## src/rtl/window_gen.sv

```systemverilog
// window_gen: 3x3 sliding-window generator for a row-major 8-bit pixel stream.
//
// Two line buffers hold the previous two rows. Every accepted pixel shifts
// the 3x3 window register left by one column. The new right-hand column is
// built from the two buffered pixels above it plus the incoming pixel.
// A window is presented only when all nine taps lie inside the frame
// (row >= 2, col >= 2). There is no edge padding.
//
// Ports:
//   clk         rising-edge clock
//   reset       asynchronous reset, active low
//   pix_in      unsigned 8-bit pixel, row-major order
//   pix_valid   pix_in carries a pixel
//   pix_ready   block can accept a pixel this cycle (= !win_valid || win_ready)
//   window      3x3 window, row-major; [8] is top-left, [0] is bottom-right
//   win_valid   window holds a valid window
//   win_ready   downstream takes the window this cycle
//   frame_done  one-cycle pulse after the last pixel of a frame is accepted
//   win_count   number of windows handed off (0 unless the counter is built)
//
// Build option: define WINDOW_GEN_COUNT_EN to include the 16-bit hand-off
// counter behind win_count. Without it, win_count is tied to zero.

module window_gen #(
  parameter int IMG_W = 8,
  parameter int IMG_H = 8
) (
  input  logic            clk,
  input  logic            reset,
  input  logic [7:0]      pix_in,
  input  logic            pix_valid,
  output logic            pix_ready,
  output logic [8:0][7:0] window,
  output logic            win_valid,
  input  logic            win_ready,
  output logic            frame_done,
  output logic [15:0]     win_count
);

  localparam int CW = $clog2(IMG_W);
  localparam int RW = $clog2(IMG_H);

  logic [CW-1:0]   col_q, col_d;
  logic [RW-1:0]   row_q, row_d;
  logic [7:0]      lb0_q [IMG_W];
  logic [7:0]      lb1_q [IMG_W];
  logic [8:0][7:0] win_q, win_d;
  logic            win_valid_q, win_valid_d;
  logic            frame_done_q, frame_done_d;

  logic accept;
  logic col_last;
  logic row_last;
  logic win_hit;

  assign pix_ready  = !win_valid_q || win_ready;
  assign window     = win_q;
  assign win_valid  = win_valid_q;
  assign frame_done = frame_done_q;

  assign accept   = pix_valid && pix_ready;
  assign col_last = (col_q == CW'(IMG_W - 1));
  assign row_last = (row_q == RW'(IMG_H - 1));
  assign win_hit  = (row_q >= RW'(2)) && (col_q >= CW'(2));

  always_comb begin
    col_d        = col_q;
    row_d        = row_q;
    win_d        = win_q;
    win_valid_d  = win_valid_q;
    frame_done_d = 1'b0;

    // A hand-off drops valid. An accept that produces a window in the same
    // cycle re-asserts it below, so back-to-back windows carry no bubble.
    if (win_ready) begin
      win_valid_d = 1'b0;
    end

    if (accept) begin
      col_d = col_last ? '0 : col_q + 1'b1;
      if (col_last) begin
        row_d = row_last ? '0 : row_q + 1'b1;
      end
      // Shift left one column; the new right column is (lb1, lb0, pixel).
      // The buffers are read before this cycle's write-back.
      win_d = {win_q[7], win_q[6], lb1_q[col_q],
               win_q[4], win_q[3], lb0_q[col_q],
               win_q[1], win_q[0], pix_in};
      if (win_hit) begin
        win_valid_d = 1'b1;
      end
      frame_done_d = col_last && row_last;
    end
  end

  always_ff @(posedge clk or negedge reset) begin
    if (!reset) begin
      col_q        <= '0;
      row_q        <= '0;
      win_q        <= '0;
      win_valid_q  <= 1'b0;
      frame_done_q <= 1'b0;
    end else begin
      col_q        <= col_d;
      row_q        <= row_d;
      win_q        <= win_d;
      win_valid_q  <= win_valid_d;
      frame_done_q <= frame_done_d;
    end
  end

  always_ff @(posedge clk or negedge reset) begin
    if (!reset) begin
      for (int i = 0; i < IMG_W; i++) begin
        lb0_q[i] <= '0;
        lb1_q[i] <= '0;
      end
    end else if (accept) begin
      lb1_q[col_q] <= lb0_q[col_q];
      lb0_q[col_q] <= pix_in;
    end
  end

`ifdef WINDOW_GEN_COUNT_EN
  logic [15:0] cnt_q;

  always_ff @(posedge clk or negedge reset) begin
    if (!reset) begin
      cnt_q <= '0;
    end else if (win_valid_q && win_ready) begin
      cnt_q <= cnt_q + 16'd1;
    end
  end

  assign win_count = cnt_q;
`else
  assign win_count = '0;
`endif

endmodule

```

## config.mk

```make
export PLATFORM = sky130hd
export DESIGN_NAME = window_gen
export DESIGN_NICKNAME = d
export VERILOG_FILES = /design/src/rtl/window_gen.sv
export SDC_FILE = /design/constraint.sdc
export NUM_CORES = 1
export LEC_CHECK = 0
export CAP_MARGIN = 20
export CORE_ASPECT_RATIO = 2
export CORE_UTILIZATION = 30
export CTS_CLUSTER_DIAMETER = 100
export CTS_CLUSTER_SIZE = 10
export DETAILED_ROUTE_END_ITERATION = 10
export SYNTH_ARGS = -nofsm -noshare
export SYNTH_HDL_FRONTEND = slang
export SYNTH_SLANG_ARGS = --single-unit
```

## constraint.sdc

```tcl
create_clock -name clk -period 3.4 [get_ports clk]
set_input_delay 0.51 -clock clk [delete_from_list [all_inputs] [get_ports clk]]
set_output_delay 0.51 -clock clk [all_outputs]
set_load 0.05 [all_outputs]
```

==> flow_metrics.py <==
metrics = {
    "synthesis": {
        "netlist_instances": 724,
        "synth_edf_count": 0,
        "synth-seq-cells": 208,
        "yosysTopAreaCell": "dfrtp_1",
        "ys_top_cells_by_area": "dfrtp_1 (55%), mux2_2 (13%), a31oi_1 (9.5%)",
        "yosys_warnings": 0,
        "synth-seq-area-share": 0.549,
        "syn_avg_cell_area_um2": 13.1,
        "yosys.area.top_type_share": 0.549,
        "ys_types": 31,
        "async_flop_share": 1.00,
        "synthesis.area_um2": 9490,
        "ys.flop_type": "dfrtp_1",
    },
    "run": {
        "maxCapViolations": 0,
    },
    "timing": {
        "max_slew_margin": 0.411,
        "whs_ps": -16.1,
        "setup-tns-final_ps": 0,
        "clock.fmax_mhz": 394,
        "worst_pin_slew_ps": 884,
        "finalCriticalPeriod_ps": 2540,
        "slew_violations": 0,
        "finalClockSkew_ps": 13.9,
        "grt_setup_unrepaired": "false",
        "fin_crit_sh": 0.746,
        "setup_violations": 0,
        "hold_viol": 3,
    },
    "global_routing": {
        "grt_max_degree": 74,
        "grt_pass1_vias": 6554,
        "grt.overflow.total": 0,
        "antenna_found_initial": 0,
        "track_usage": 0.156,
        "grt_first_pass_wirelength_um": 38700,
    },
    "setup_path": {
        "r2r_end": "lb1_q[39]",
        "cp_max_fo": 5,
        "cp_data_arrival_time_ps": 2030,
        "timing.rr.start": "col_q[1]",
        "startpoint_type": "input port",
        "cp_data_required_time_ps": 2890,
        "worstSetupEndpointType": "output port",
        "path_cells": "clkdlybuf4s50_1 -> nand2b_2 -> clkdlybuf4s50_1",
        "crit_type": "in -> out",
        "critPathCapture": "pix_ready",
        "crit_slowest_cell": "clkdlybuf4s50_1",
        "worstRegToRegCells": 4,
        "cp_slowest_stage_delay_ps": 850,
        "crit_path_frequent_cell": "clkdlybuf4s50_1",
        "ff2ff_setup_slack_ps": 1240,
        "critPathLaunch": "win_ready",
    },
    "floorplan": {
        "die_w_um": 128,
        "core-area_um2": 31000,
        "num_rows": 91,
        "initial_core_util": 0.306,
        "die_area_um2": 32400,
        "die_height_um": 254,
        "pin_count": 103,
    },
    "final_layout": {
        "antennaDiodeCount": 0,
        "final_cell_mix": "dfrtp_1 (207), a31oi_1 (144), mux2_2 (108)",
        "area_delta_synth_final_pct": 17.5,
        "drive_gt1_frac": 0.231,
        "nets": 794,
        "layout.area.seq_um2": 5210,
        "multi_input_area_um2": 3680,
        "fin_cells": 1196,
        "final_common_cell": "dfrtp_1",
        "fillerInstances": 3089,
    },
    "status": {
        "status": "finished with violations",
        "violations": "hold timing",
    },
    "clock_network": {
        "path_clk_slew_ps": 50,
        "cts_buffers": 24,
        "cts_max_path_buffers": 3,
        "clk-insertion-delay-late_ps": 520,
        "cts_setup_buffers": 0,
        "cts_sinks": 208,
        "post_cts_resized": 0,
        "htree_levels": 1,
        "cts_root_buf": "clkbuf_16",
        "holdBufCountCts": 0,
        "cts_tree": "done",
    },
    "power": {
        "irDropWorstVdd_mv": 0.450,
        "p_per_area_nw_per_um2": 1180,
        "leakage_uw": 0.00458,
    },
    "placed_design": {
        "dpl.hpwl_um": 16300,
        "dp_cells": 1169,
        "port_buffers": 86,
        "place.gp.congestion": 0.797,
    },
    "routing": {
        "vias": 6152,
        "first_iter_violations": 318,
        "detail-route-antenna-nets": 0,
        "drc": 0,
        "via_per_inst": 5.14,
        "dr.pass1.iters": 4,
        "drt-total-wl_um": 24400,
        "wl_per_cell_um": 20.4,
    },
    "worst_hold_path": {
        "worstHoldPathType": "in -> async",
    },
}
[metal layers]
metal | vias to the layer above | wire, um | track usage
met5 | - | 0 | 0
met4 | 0 | 1000 | 0.0793
met3 | 41 | 905 | 0.0162
met2 | 167 | 13700 | 0.302
met1 | 3172 | 8800 | 0.164
li1 | 2772 | - | -
[final cells by class]
| class | instances | area share |
|---|---|---|
| multi-input cells | 431 | 0.330 |
| inverters | 1 | 0.000337 |
| clock buffers | 27 | 0.0577 |
| well taps | 418 | 0.0469 |
| repair buffers | 111 | 0.0978 |
| flip-flops and latches | 208 | 0.467 |
[sequential cells by signal, indices dropped and copies added, names as in the netlist]
register,cells
frame_done,1
win_valid,1
window,72
lb0_q,64
lb1_q,64
col_q,3
row_q,3
[cell families after synthesis]
group / share of synthesized area
other: 0.000395
adders and majority gates: 0.00659
muxes: 0.219
DFF: 0.549
and+or+nand+nor: 0.0195
buffers and inverters: 0.0700
AOI/OAI and AO/OA: 0.135
[worst min-delay path by stage]
stage / start / end / slack, ps / cells past startpoint
2_1_floorplan: reset / col_q[0] / 210 / 0
3_3_place_gp: lb0_q[53] / lb0_q[53] / 470 / 1
3_5_place_dp: lb0_q[62] / lb0_q[62] / 480 / 1
4_1_cts: reset / window[56] / 20 / 1
5_1_grt: reset / window[11] / 50 / 1
6_report: reset / window[19] / -20 / 1
[through the flow]
stage	setup WS (ps)	cell area [um2]	util	hold slack (ps)	power (uW)
after floorplan	1440	9540	-	214	9140
after global placement	800	10500	0.339	471	10800
after detailed placement	760	10500	0.339	479	11000
after CTS	859	11100	0.360	17.4	13300
after global routing	835	11100	0.360	45.8	13900
final	865	11100	0.360	-16.1	13100
[worst max-delay path, delay by kind of cell]
family                 cells  cell delay (ps)
buffers and inverters      2             1320
AND/OR/NAND/NOR            1              190
[synth_stat cells, types with 4 or more instances]
| cell | instances |
|---|---|
| mux2_2 | 108 |
| buf_2 | 29 |
| o22a_1 | 32 |
| mux2_1 | 4 |
| ha_1 | 5 |
| dfrtp_1 | 208 |
| a21oi_1 | 18 |
| mux2_4 | 12 |
| buf_6 | 18 |
| and3_1 | 6 |
| and3_4 | 4 |
| mux2i_1 | 64 |
| a31oi_1 | 144 |
| buf_4 | 25 |
| clkbuf_1 | 21 |
[power breakdown]
| part | total, uW | switching [uW] | internal [uW] |
|---|---|---|---|
| Combinational | 6390 | 3870 | 2520 |
| Sequential | 4510 | 783 | 3730 |
| Clock | 2250 | 942 | 1310 |
No activity file was read; power rests on OpenSTA's default activity.
